### src/rtl/instr_feeder_if.sv
// Load-port and core-issue signal bundle for instr_feeder.
//   master : loader/bench side, drives load_valid/load_data/start/stall
//   slave  : feeder side, drives load_ready and the core-facing outputs
//   load_valid/load_data/load_ready : valid/ready instruction push port
//   start/stall                     : run control
//   dataIN/en/RW                    : instruction stream into the core
//   busy/done/count                 : status
interface instr_feeder_if #(
  parameter int DEPTH = 8
);
  localparam int CW = $clog2(DEPTH) + 1;

  logic          load_valid;
  logic [31:0]   load_data;
  logic          load_ready;
  logic          start;
  logic          stall;
  logic [31:0]   dataIN;
  logic          en;
  logic          RW;
  logic          busy;
  logic          done;
  logic [CW-1:0] count;

  modport master (
    output load_valid, load_data, start, stall,
    input  load_ready, dataIN, en, RW, busy, done, count
  );

  modport slave (
    input  load_valid, load_data, start, stall,
    output load_ready, dataIN, en, RW, busy, done, count
  );
endinterface

### src/rtl/instr_feeder.sv
// Instruction-stream transmitter for the single-cycle core.
// Buffers 32-bit words from the load port in a DEPTH-entry FIFO, then on
// start issues them one per clock onto dataIN with en/RW asserted.
//   clk  : system clock, rising edge
//   rst  : asynchronous reset, active-high
//   bus  : instr_feeder_if.slave (load port, run control, core outputs, status)
// All bus outputs are registered except load_ready.
//
// state  | meaning
// -------+-----------------------------------------------------------
// S_IDLE | accept pushes, dataIN=NOP, wait for start
// S_RUN  | issue one word per non-stalled cycle until the FIFO drains
// S_DONE | one-cycle done pulse, then back to S_IDLE
module instr_feeder #(
  parameter int          DEPTH = 8,
  parameter logic [31:0] NOP   = 32'h0000_0013
) (
  input logic           clk,
  input logic           rst,
  instr_feeder_if.slave bus
);
  localparam int AW = $clog2(DEPTH);
  localparam int CW = AW + 1;

  typedef enum logic [1:0] {S_IDLE, S_RUN, S_DONE} state_t;

  state_t        state_q;
  logic [31:0]   mem_q [DEPTH];
  logic [AW-1:0] wr_ptr_q;
  logic [AW-1:0] rd_ptr_q;
  logic [CW-1:0] count_q;
  logic [31:0]   dataIN_q;
  logic          en_q;
  logic          busy_q;
  logic          done_q;

  logic          load_ready;
  logic          push_d;
  logic [CW-1:0] count_d;
  logic [31:0]   head_d;

  assign load_ready = (state_q == S_IDLE) && (count_q < CW'(DEPTH));
  assign push_d     = bus.load_valid && load_ready;
  assign count_d    = count_q + CW'(push_d);
  // With an empty FIFO the word being pushed on this edge is the head, so a
  // push coinciding with start can be issued immediately.
  assign head_d     = (count_q == '0) ? bus.load_data : mem_q[rd_ptr_q];

  always_ff @(posedge clk) begin
    if (push_d) mem_q[wr_ptr_q] <= bus.load_data;
  end

  // The first word is issued on the edge that samples start, so it shows on
  // dataIN in the first RUN cycle; RUN ends one cycle after the last pop.
  always_ff @(posedge clk or posedge rst) begin
    if (rst) begin
      state_q  <= S_IDLE;
      wr_ptr_q <= '0;
      rd_ptr_q <= '0;
      count_q  <= '0;
      dataIN_q <= NOP;
      en_q     <= 1'b0;
      busy_q   <= 1'b0;
      done_q   <= 1'b0;
    end else begin
      if (push_d) wr_ptr_q <= wr_ptr_q + AW'(1);
      case (state_q)
        S_IDLE: begin
          dataIN_q <= NOP;
          en_q     <= 1'b0;
          busy_q   <= 1'b0;
          done_q   <= 1'b0;
          count_q  <= count_d;
          if (bus.start) begin
            if (count_d != '0) begin
              state_q  <= S_RUN;
              busy_q   <= 1'b1;
              en_q     <= 1'b1;
              dataIN_q <= head_d;
              rd_ptr_q <= rd_ptr_q + AW'(1);
              count_q  <= count_d - CW'(1);
            end else begin
              state_q <= S_DONE;
              done_q  <= 1'b1;
            end
          end
        end
        S_RUN: begin
          if (count_q == '0) begin
            state_q  <= S_DONE;
            busy_q   <= 1'b0;
            done_q   <= 1'b1;
            en_q     <= 1'b0;
            dataIN_q <= NOP;
          end else if (bus.stall) begin
            en_q     <= 1'b0;
            dataIN_q <= NOP;
          end else begin
            en_q     <= 1'b1;
            dataIN_q <= mem_q[rd_ptr_q];
            rd_ptr_q <= rd_ptr_q + AW'(1);
            count_q  <= count_q - CW'(1);
          end
        end
        S_DONE: begin
          state_q  <= S_IDLE;
          done_q   <= 1'b0;
          en_q     <= 1'b0;
          busy_q   <= 1'b0;
          dataIN_q <= NOP;
        end
        default: state_q <= S_IDLE;
      endcase
    end
  end

  assign bus.load_ready = load_ready;
  assign bus.dataIN     = dataIN_q;
  assign bus.en         = en_q;
  assign bus.RW         = en_q;
  assign bus.busy       = busy_q;
  assign bus.done       = done_q;
  assign bus.count      = count_q;
endmodule

### src/flat_wrapper.sv
// flat-port wrapper written by rule: the top's interface ports become plain ports
module instr_feeder_flat 
#(
  parameter int          DEPTH = 8,
  parameter logic [31:0] NOP   = 32'h0000_0013
)
  (clk, rst, bus_load_valid, bus_load_data, bus_start, bus_stall, bus_load_ready, bus_dataIN, bus_en, bus_RW, bus_busy, bus_done, bus_count);
  instr_feeder_if #(.DEPTH(DEPTH)) bus_i ();
  input logic clk;
  input logic rst;
  input wire logic [$bits(bus_i.load_valid)-1:0] bus_load_valid;
  input wire logic [$bits(bus_i.load_data)-1:0] bus_load_data;
  input wire logic [$bits(bus_i.start)-1:0] bus_start;
  input wire logic [$bits(bus_i.stall)-1:0] bus_stall;
  output wire logic [$bits(bus_i.load_ready)-1:0] bus_load_ready;
  output wire logic [$bits(bus_i.dataIN)-1:0] bus_dataIN;
  output wire logic [$bits(bus_i.en)-1:0] bus_en;
  output wire logic [$bits(bus_i.RW)-1:0] bus_RW;
  output wire logic [$bits(bus_i.busy)-1:0] bus_busy;
  output wire logic [$bits(bus_i.done)-1:0] bus_done;
  output wire logic [$bits(bus_i.count)-1:0] bus_count;
  assign bus_i.load_valid = bus_load_valid;
  assign bus_i.load_data = bus_load_data;
  assign bus_i.start = bus_start;
  assign bus_i.stall = bus_stall;
  assign bus_load_ready = bus_i.load_ready;
  assign bus_dataIN = bus_i.dataIN;
  assign bus_en = bus_i.en;
  assign bus_RW = bus_i.RW;
  assign bus_busy = bus_i.busy;
  assign bus_done = bus_i.done;
  assign bus_count = bus_i.count;
  instr_feeder #(.DEPTH(DEPTH), .NOP(NOP)) u_core (.clk(clk), .rst(rst), .bus(bus_i));
endmodule
### config.mk
export PLATFORM = sky130hd
export DESIGN_NAME = instr_feeder_flat
export DESIGN_NICKNAME = d
export VERILOG_FILES = /design/src/rtl/instr_feeder_if.sv /design/src/rtl/instr_feeder.sv /design/src/flat_wrapper.sv
export SDC_FILE = /design/constraint.sdc
export NUM_CORES = 1
export LEC_CHECK = 0
export CAP_MARGIN = 20
export CORE_ASPECT_RATIO = 1.75
export CORE_UTILIZATION = 58
export DETAILED_ROUTE_END_ITERATION = 16
export DONT_BUFFER_PORTS = 1
export GPL_ROUTABILITY_DRIVEN = 0
export PLACE_DENSITY = 0.71
export SLEW_MARGIN = 20
export SYNTH_ARGS = -nofsm -noshare
export SYNTH_HDL_FRONTEND = slang
export SYNTH_SLANG_ARGS = --single-unit
### constraint.sdc
create_clock -name clk -period 5.25 [get_ports clk]
set_input_delay 0.2625 -clock clk [delete_from_list [all_inputs] [get_ports clk]]
set_output_delay 0.2625 -clock clk [all_outputs]
set_load 0.02 [all_outputs]
Word level (Yosys, flattened, before mapping)
Memories as Yosys holds them, arrays and structs flattened.
Index checks and enable logic that the tools add are counted.
Word-level totals
  bits in registers: 47
  bits in writable memories: 256
  output and inout port bits: 41
  logic and storage cells: 66
  memories kept: 1
Operators by class
  add/subtract/negate cells: 5
  order comparisons: 1
  eq/ne operators: 7
  multiplexer cells: 33
  reductions and logical operators: 11
Memories
  u_core.mem_q: depth 8, bits a word 32, read ports 1, clocked after Yosys merged registers in 0, wr ports 1, RTL line instr_feeder.sv:28  | logic [31:0] mem_q [DEPTH];
Operator list (count)
  32-bit 2-to-1 mux: 5
  32-bit one-hot mux with 3 select lines: 1
  4-bit 2-to-1 mux: 4
  3-bit 2-to-1 mux: 4
  1-bit 2-to-1 mux: 10
  1-bit one-hot mux with 3 select lines: 3
  2-bit inequality test, second input constant: 4
  4-bit one-hot mux with 2 select lines: 1
  4-bit by 1-bit subtractor with 4-bit output, second input constant: 2
  3-bit by 1-bit adder with 3-bit output, second input constant: 2
  2-bit 2-to-1 mux: 3
  3-bit one-hot mux with 2 select lines: 1
  5-bit AND reduction: 1
  4-bit by 1-bit adder with 4-bit output: 1
  4-bit zero test: 1
  4-bit less-than comparator, second input constant: 1
  2-bit one-hot mux with 2 select lines: 1
  2-bit AND reduction: 2
  4-bit nonzero test: 1
  3-bit AND reduction: 1
  3-bit nonzero test: 1
  2-bit by 1-bit equality test with 1-bit output, second input constant: 1
  2-bit equality test, second input constant: 1
  1-bit logical AND: 2
  other kinds (3): 3

Depth between registers and ports, before layout
Gate-level depths: netlist of run 1.
  depth in word-level cells: 8
  gate-level depth with buffers: 16

Worst setup path after synthesis of run 1
No wires, ideal clock.
  kind: register to register
  start: register u_core.state_q[0]
  end: memory u_core.mem_q[0][0] (enable)
  setup time: 0.461 ns
  arrival: 3.826 ns
  required time: 4.789 ns
  setup slack: 0.963 ns
  stages on the path, launching flop included: 8
  buffers on the path: 1
  clock period less this slack: 4.287 ns
  path through: dfrtp_1 -> inv_1 -> ha_1 -> nor2b_1 -> and2_1 -> clkbuf_1 -> nand2b_1 -> nor3_1
Between the ends
  longest elaborated chain between the ends: 5
Ends and longest elaborated chain
  from (decl): RTL line instr_feeder.sv:27  | state_t state_q;
  from (signal assigned): RTL line instr_feeder.sv:57  | state_q <= S_IDLE;
  from (signal assigned): RTL line instr_feeder.sv:76  | state_q <= S_RUN;
  from (signal assigned): RTL line instr_feeder.sv:83  | state_q <= S_DONE;
  2-bit zero test: RTL line instr_feeder.sv:42  | assign load_ready = (state_q == S_IDLE) && (count_q < CW'(DEPTH));
  1-bit logical AND: RTL line instr_feeder.sv:42
  via bus_load_ready: RTL line flat_wrapper.sv:15  | output wire logic [$bits(bus_i.load_ready)-1:0] bus_load_ready;
  1-bit logical AND: RTL line instr_feeder.sv:43  | assign push_d = bus.load_valid && load_ready;
  via u_core.push_d: RTL line instr_feeder.sv:38  | logic push_d;
  1-bit 2-to-1 mux: RTL line instr_feeder.sv:50  | if (push_d) mem_q[wr_ptr_q] <= bus.load_data;
  1-bit 2-to-1 mux (not written as such): RTL line instr_feeder.sv:50
  to (decl): RTL line instr_feeder.sv:28
The timed path passes the listed nets, and every way through them passes these cells.

Worst setup path after layout of run 1
  start: register u_core.state_q[0]
  end: register u_core.dataIN_q[19] (netlist: u_core.bus.dataIN[19])
Between the ends
  longest elaborated chain between the ends: 8
Ends and longest elaborated chain
  2-bit zero test: RTL line instr_feeder.sv:42
  1-bit logical AND: RTL line instr_feeder.sv:42
  via bus_load_ready: RTL line flat_wrapper.sv:15
  1-bit logical AND: RTL line instr_feeder.sv:43
  4-bit by 1-bit adder with 4-bit output: RTL line instr_feeder.sv:44  | assign count_d = count_q + CW'(push_d);
  4-bit nonzero test: RTL line instr_feeder.sv:75  | if (count_d != '0) begin
  32-bit 2-to-1 mux: RTL line instr_feeder.sv:75
  32-bit 2-to-1 mux: RTL line instr_feeder.sv:74  | if (bus.start) begin
  32-bit one-hot mux with 3 select lines: RTL line instr_feeder.sv:67  | case (state_q)
  to (signal assigned): RTL line instr_feeder.sv:100  | dataIN_q <= mem_q[rd_ptr_q];
  to (decl): RTL line instr_feeder.sv:32  | logic [31:0] dataIN_q;
The timed path passes the listed nets, and every way through them passes these cells.
A chain may end at the register's enable or synchronous reset.

==> implementation parameters, run 1 <==
Parameter                              Value

STA
  Max frequency ... 236.0 MHz
  Worst setup slack after layout ... between 1 and 1.5 ns
  Final count of hold timing violations ... 0
  Worst relative slew slack ... 0.3246
  Min cycle time layout ... 4.238 ns
  Setup repair after global routing missed its margin ... false
  Post-Route Skew ... 0.01403 ns
  Accumulated negative setup slack ... 0 ns
  Final setup fails ... 0
  Number of pins with negative max-slew slack in the final report ... 0
  Final Cycle Share ... 0.8072
  Slew at the pin closest to its max-slew limit ... 1.008 ns

Synthesis
  Flip-flop cell with the highest count after synthesis ... sky130_fd_sc_hd__edfxtp_1
  Number of standard cells after synthesis ... between 700 and 800
  Number of synthesized register bits ... between 300 and 400
  Fraction of post-synthesis cell area in the top cell type by area ... 0.6092
  Distinct cell type count of the synthesized netlist ... between 50 and 60
  EDFF count, synth ... 256
  Number of warning messages in the yosys log ... 0
  Synthesized area divided by synthesized cell count ... 16.85 um2
  Dominant cells by area after synthesis ... sky130_fd_sc_hd__edfxtp_1 (61%), sky130_fd_sc_hd__dfrtp_1 (8.7%), sky130_fd_sc_hd__mux4_2 (6.1%)
  Sequential fraction of the synthesis area ... 0.7027
  Post-synthesis net count ... just under 800
  Yosys top cell by area ... sky130_fd_sc_hd__edfxtp_1
  Netlist area before placement ... 12620 um2
  Fraction of registers with async set/reset ... 0.1551

Finish
  Highest-count cells in the layout ignoring fill and taps ... sky130_fd_sc_hd__edfxtp_1 (256), sky130_fd_sc_hd__dfrtp_1 (43), sky130_fd_sc_hd__mux2_2 (36), sky130_fd_sc_hd__o21ai_0 (35), sky130_fd_sc_hd__dlygate4sd3_1 (35)
  Most common cell after layout, fill and taps aside ... sky130_fd_sc_hd__edfxtp_1
  Final net count ... 829
  P&R area growth vs syn ... 11.44%
  Layout cell share with drive strength beyond 1 ... 0.1973
  Diode count ... 0

Run
  Maxcap violations ... 0

GRT
  Number of antenna violations at the first check in global routing ... 0
  Total gr overflow ... 0
  Via count of the first global-routing pass ... 7508
  Largest net degree at the start of global routing ... 57
  Global-route usage over all layers ... 0.2582
  Wire length of the first global-routing pass ... 42510 um

Power
  Leakage ... 4.749 nW
  IR Drop Worst-Case VDD ... 0.3367 mV
  Pwr Total ... around 7.3 mW
  Pwr dens ... 519.2 nW/um2

Worst setup path
  Required time of the critical path ... 5.67 ns
  Startpoint kind of the worst setup timing path ... flop
  Capturing element type of the critical path ... flop
  Launch point of the critical path ... u_core.state_q[0]$_DFFE_PP0P_
  R2r startpoint ... u_core.state_q[0]$_DFFE_PP0P_
  Data arrival, critical path ... 4.66 ns
  Crit path kind ... reg -> reg
  Largest fanout on the critical path ... 11

Die
  X dimension of the die ... about 110 um
  Starting density of the core ... 0.5894
  Total die area ... 22370 um2
  Number of ports placed on the die boundary ... 78
  Core ar. ... approximately 21000 um2
  Count of standard-cell rows ... 71
  Height of the die ... 197.1 um

Clock network
  Root cell of the clock tree ... sky130_fd_sc_hd__clkbuf_16
  Maximum count of clock buffers along a single path ... 3
  Worst skew pair latency ... 0.53 ns
  CTS tree ... yes
  Post-CTS setup buffers ... 0
  Clock sink count ... 303
  Cts bufs inserted ... 25
  Total number of H-tree levels ... 1
  Clock slew seen by the registers of the worst setup and hold paths ... 0.07 ns

Routing
  DRT Pass-1 Iters ... 5
  Routed len/inst ... 25.57 um
  Vias post-DR ... 7129
  Detail Route Antenna Nets ... 0
  Total Routed Length ... 27950 um
  Number of vias per cell ... 6.522
  Drc violations ... 0
  Initial detailed-routing violation count ... 509

Placed design
  Count of input and output buffers ... 0
  HPWL reported at the end of detailed placement ... 16020 um
  Pre-CTS setup slack ... 1.038 ns

Run status
  Status ... complete, no violations

Min path
  Classification of the worst-slack hold path ... in -> reg
  Hold_sp ... bus_load_data[13]
==> registers in the layout, indices dropped and copies added (netlist names) <==
name               flops
u_core.rd_ptr_q        3
u_core.bus.busy        1
u_core.bus.done        1
u_core.bus.dataIN     32
u_core.bus.RW          1
u_core.state_q         2
u_core.bus.count       4
u_core.mem_q         256
u_core.wr_ptr_q        3
==> synthesized netlist by cell type (2+ instances only) <==
library cell and number:
sky130_fd_sc_hd__nor3b_1 3, sky130_fd_sc_hd__dfrtp_1 44, sky130_fd_sc_hd__a221o_1 15, sky130_fd_sc_hd__dfstp_2 3
sky130_fd_sc_hd__buf_4 5, sky130_fd_sc_hd__o21ai_0 35, sky130_fd_sc_hd__inv_1 13, sky130_fd_sc_hd__mux2i_1 31
sky130_fd_sc_hd__buf_2 8, sky130_fd_sc_hd__buf_8 2, sky130_fd_sc_hd__nor2_1 36, sky130_fd_sc_hd__xor2_1 2
sky130_fd_sc_hd__a211oi_2 9, sky130_fd_sc_hd__clkbuf_1 23, sky130_fd_sc_hd__nor3_1 3, sky130_fd_sc_hd__ha_1 10
sky130_fd_sc_hd__nand2b_1 6, sky130_fd_sc_hd__o22a_1 15, sky130_fd_sc_hd__buf_6 8, sky130_fd_sc_hd__nand2_1 30
sky130_fd_sc_hd__a211oi_1 7, sky130_fd_sc_hd__mux2_2 36, sky130_fd_sc_hd__xnor2_1 5, sky130_fd_sc_hd__a21oi_1 14
sky130_fd_sc_hd__and3_1 3, sky130_fd_sc_hd__nand3_1 3, sky130_fd_sc_hd__edfxtp_1 256, sky130_fd_sc_hd__a22o_1 2
sky130_fd_sc_hd__a31oi_1 4, sky130_fd_sc_hd__o22ai_1 17, sky130_fd_sc_hd__mux4_2 34, sky130_fd_sc_hd__a221oi_1 28
sky130_fd_sc_hd__nor2b_1 18
==> logic make-up (layout without fill, tap and decap cells) <==
group / after synthesis / in the layout / share of synthesized area
AOI/OAI and AO/OA: 159 / 159 / 0.09609
xor gates and xnor gates: 7 / 7 / 0.004859
adders and majority gates: 10 / 10 / 0.009916
buffers and inverters: 59 / 111 / 0.02638
DFF: 303 / 303 / 0.7027
muxes: 101 / 101 / 0.1174
and+or+nand+nor: 110 / 110 / 0.04264
==> repair_timing <==
action | 4_1_cts | 5_1_grt
hold buffers | 35 | 0
resized for setup | 0 | 0
hold endpoints to repair | 281 | 0
setup endpoints to repair | 0 | 0
==> metrics by stage <==
step                  util  hold WS, ns  std cells  instance area (um2)
finish              0.6568      0.02005       1093                14060
global route        0.6568      0.01469       1093                14060
CTS                 0.6568     0.002296       1093                14060
detailed placement  0.6024       0.1731       1012                12900
global placement    0.6024       0.1695       1012                12900
floorplan                -       0.3614        749                12620
==> power breakdown <==
| group | internal [mW] | total (mW) | switching, mW | leakage, nW |
|---|---|---|---|---|
| sequential | 2.87 | 3.28 | 0.409 | 2.90 |
| clock | 1.03 | 1.85 | 0.816 | 0.399 |
| combinational | 1.00 | 2.17 | 1.17 | 1.45 |
| total | 4.91 | 7.30 | 2.39 | 4.75 |
==> worst paths after layout <==
check	slack (ns)	cells after the start	to
worst min register to register	0.52	2	u_core.bus.dataIN[0]$_DFFE_PP1P_
min in group asynchronous	0.17	2	u_core.bus.dataIN[16]$_DFFE_PP0P_
worst max register to register	1.01	14	u_core.bus.dataIN[19]$_DFFE_PP0P_
worst max-delay path	1.01	14	u_core.bus.dataIN[19]$_DFFE_PP0P_
worst min-delay path	0.02	2	u_core.bus.dataIN[13]$_DFFE_PP0P_
max in group asynchronous	4.22	3	u_core.rd_ptr_q[0]$_DFFE_PP0P_
==> layout make-up <==
cell class                 instances  area [um2]
sequential                       303        8871
fill                            1488        7347
multi-input combinational        387        3483
clock buffer                      33       695.7
timing repair buffer              52       478.0
tap                              292       365.4
clock inverter                    13       120.1
inverter                          13       48.80
==> critical path: stages, from the launching register on <==
cell                       delay, ns
sky130_fd_sc_hd__dfrtp_1        0.42
sky130_fd_sc_hd__inv_1          0.12
sky130_fd_sc_hd__ha_1           0.27
sky130_fd_sc_hd__nor2b_1        0.43
sky130_fd_sc_hd__and2_1         0.34
sky130_fd_sc_hd__ha_1           0.27
sky130_fd_sc_hd__ha_1           0.27
sky130_fd_sc_hd__inv_1          0.08
sky130_fd_sc_hd__ha_1           0.22
sky130_fd_sc_hd__or4b_4         0.51
sky130_fd_sc_hd__o31ai_4        0.11
sky130_fd_sc_hd__nand2b_1       0.46
sky130_fd_sc_hd__buf_4          0.31
sky130_fd_sc_hd__o21ai_0        0.11
sky130_fd_sc_hd__a22o_1         0.22
==> per-layer routing <==
metal  up-vias  share of wire  GRT usage
li1       3072              -          -
met1      3686           0.36     0.3032
met2       298           0.54     0.4688
met3        73          0.064    0.04204
met4         0          0.032     0.1014
met5         -              0          0
(Power assumes the default switching activity.)
==> inputs of run 2 (changes only) <==
- clock period: 5.25 -> 4.2 ns (I/O delays scaled with it)
==> implementation parameters, run 2 (synthesis results as in run 1) <==
Parameter                              Value

Clock network
  Cts bufs inserted ... 26
  Root cell of the clock tree ... sky130_fd_sc_hd__clkbuf_16
  Clock sink count ... ~300
  Clock slew seen by the registers of the worst setup and hold paths ... 0.07 ns
  Total number of H-tree levels ... 1
  CTS tree ... yes
  Worst skew pair latency ... 0.53 ns
  Maximum count of clock buffers along a single path ... 3
  Number of gates resized after CTS ... 0

Die
  X dimension of the die ... approximately 110 um
  Number of ports placed on the die boundary ... 78
  Count of standard-cell rows ... between 70 and 80
  Starting density of the core ... 0.5894
  Height of the die ... between 150 and 200 um
  Total die area ... 22370 um2
  Core ar. ... 21410 um2

Power
  IR Drop Worst-Case VDD ... 0.4131 mV
  Leakage ... between 4 and 5 nW
  Pwr Total ... between 9 and 10 mW
  Pwr dens ... 648.3 nW/um2

Routing
  Number of vias per cell ... 6.422
  Vias post-DR ... 7077
  Routed len/inst ... 26.09 um
  Total Routed Length ... around 29000 um
  Detail Route Antenna Nets ... 0
  DRT Pass-1 Iters ... 7
  Initial detailed-routing violation count ... 537
  Drc violations ... 0

STA
  Post-Route Skew ... 0.01247 ns
  Number of pins with negative max-slew slack in the final report ... 0
  Worst relative slew slack ... 0.3311
  Final Cycle Share ... 0.9062
  Final setup fails ... 0
  Final count of hold timing violations ... 0
  Worst setup slack after layout ... around 0.39 ns
  Max frequency ... between 200 and 300 MHz
  Accumulated negative setup slack ... 0 ns
  Setup repair after global routing missed its margin ... false
  Slew at the pin closest to its max-slew limit ... 0.9988 ns
  Min cycle time layout ... 3.806 ns

Finish
  Layout cell share with drive strength beyond 1 ... 0.1990
  P&R area growth vs syn ... 11.82%
  Final net count ... roughly 840
  Area of combinational cells with multiple inputs ... approximately 3500 um2
  Highest-count cells in the layout ignoring fill and taps ... sky130_fd_sc_hd__edfxtp_1 (256), sky130_fd_sc_hd__dfrtp_1 (43), sky130_fd_sc_hd__mux2_2 (36), sky130_fd_sc_hd__o21ai_0 (35)
  Largest register by flop count ... u_core.mem_q
  Max reg flops ... 256
  Filler Cells Inserted ... 1432
  Combined flip-flop and latch cell area ... 8871 um2
  Most common cell after layout, fill and taps aside ... sky130_fd_sc_hd__edfxtp_1
  Final instance count without filler cells ... 1102

GRT
  Via count of the first global-routing pass ... approximately 7.6k
  Number of antenna violations at the first check in global routing ... 1
  Total gr overflow ... 0
  Global-route usage over all layers ... 0.2650
  Wire length of the first global-routing pass ... 43430 um
  Largest net degree at the start of global routing ... 51

Placed design
  Placed Cells incl. Taps ... 1019
  HPWL reported at the end of detailed placement ... 17000 um
  Count of input and output buffers ... 0
  Pre-CTS setup slack ... 0.4508 ns

Worst setup path
  R2r startpoint ... u_core.state_q[0]$_DFFE_PP0P_
  Largest fanout on the critical path ... 6
  Capturing element type of the critical path ... flop
  Startpoint kind of the worst setup timing path ... flop
  Required time of the critical path ... 4.62 ns
  Number of cells traversed by the worst register-to-register path ... 12
  Data arrival, critical path ... around 4.2 ns
  Capture point of the worst reg-to-reg path ... u_core.rd_ptr_q[1]$_DFFE_PP0P_
  Register-to-register setup slack ... 0.39 ns
  Crit path kind ... reg -> reg

Min path
  Hold_sp ... bus_load_data[19]
  Worst hold path depth ... 3
  Classification of the worst-slack hold path ... in -> reg
  Hold endpoint ... u_core.bus.dataIN[19]$_DFFE_PP0P_

Run
  Maxcap violations ... 0

Run status
  Status ... complete, no violations
-- run 2: per-stage QoR --
stage	area, um2	hold slack, ns	util
2_1_floorplan	12630	0.3089	-
3_3_place_gp	12970	0.1274	0.6060
3_5_place_dp	12970	0.1256	0.6060
4_1_cts	14110	0.004528	0.6589
5_1_grt	14110	0.02542	0.6591
6_report	14110	0.01018	0.6591
-- run 2: worst max-delay path by stage --
stage / start / endpoint / slack [ns] / depth (start not counted)
after detailed placement: u_core.state_q[0]$_DFFE_PP0P_ / u_core.bus.dataIN[19]$_DFFE_PP0P_ / 0.45 / 14
after global routing: u_core.state_q[0]$_DFFE_PP0P_ / u_core.bus.dataIN[19]$_DFFE_PP0P_ / 0.12 / 14
after global placement: u_core.state_q[0]$_DFFE_PP0P_ / u_core.bus.dataIN[19]$_DFFE_PP0P_ / 0.69 / 14
final: u_core.state_q[0]$_DFFE_PP0P_ / u_core.rd_ptr_q[1]$_DFFE_PP0P_ / 0.39 / 12
after floorplan: u_core.state_q[0]$_DFFE_PP0P_ / u_core.bus.dataIN[10]$_DFFE_PP0P_ / 0.65 / 16
after CTS: u_core.state_q[0]$_DFFE_PP0P_ / u_core.bus.dataIN[19]$_DFFE_PP0P_ / 0.42 / 14
-- run 2: layer usage --
metal	part of all wire	routed length [um]	vias up	global-route usage
met4	0.033	957	0	0.1033
li1	-	-	3076	-
met3	0.060	1729	75	0.04603
met2	0.57	16410	278	0.5032
met1	0.34	9655	3648	0.2884
met5	0	0	-	0
-- run 2: final cells by class --
class | instances | share of cell area
Antenna cell | 1 | 0.0001774
Timing Repair Buffer | 58 | 0.03778
Tap cell | 292 | 0.02589
Clock buffer | 35 | 0.04922
Sequential cell | 303 | 0.6287
Clock inverter | 13 | 0.007005
Inverter | 13 | 0.003458
Multi-Input combinational cell | 387 | 0.2478
-- run 2: what timing repair did --
action	in CTS	in global routing
hold buffers	34	0
setup buffers	0	0
endpoints found under the hold margin	303	0
-- run 2: critical path: stages, from the launching register on --
cell and delay, ns:
sky130_fd_sc_hd__dfrtp_1 0.42, sky130_fd_sc_hd__inv_1 0.11, sky130_fd_sc_hd__ha_1 0.26, sky130_fd_sc_hd__nor2b_1 0.20
sky130_fd_sc_hd__and2_1 0.34, sky130_fd_sc_hd__ha_1 0.32, sky130_fd_sc_hd__ha_1 0.28, sky130_fd_sc_hd__inv_1 0.08
sky130_fd_sc_hd__ha_1 0.23, sky130_fd_sc_hd__nand3_1 0.19, sky130_fd_sc_hd__o311ai_0 0.64, sky130_fd_sc_hd__a21oi_1 0.29
sky130_fd_sc_hd__mux2_2 0.32
-- run 2: report_power, final --
part	internal [mW]	switching [mW]	total, mW	leakage [nW]
combinational	1.29	1.49	2.78	1.49
clock	1.23	1.03	2.25	0.388
sequential	3.59	0.529	4.12	2.90
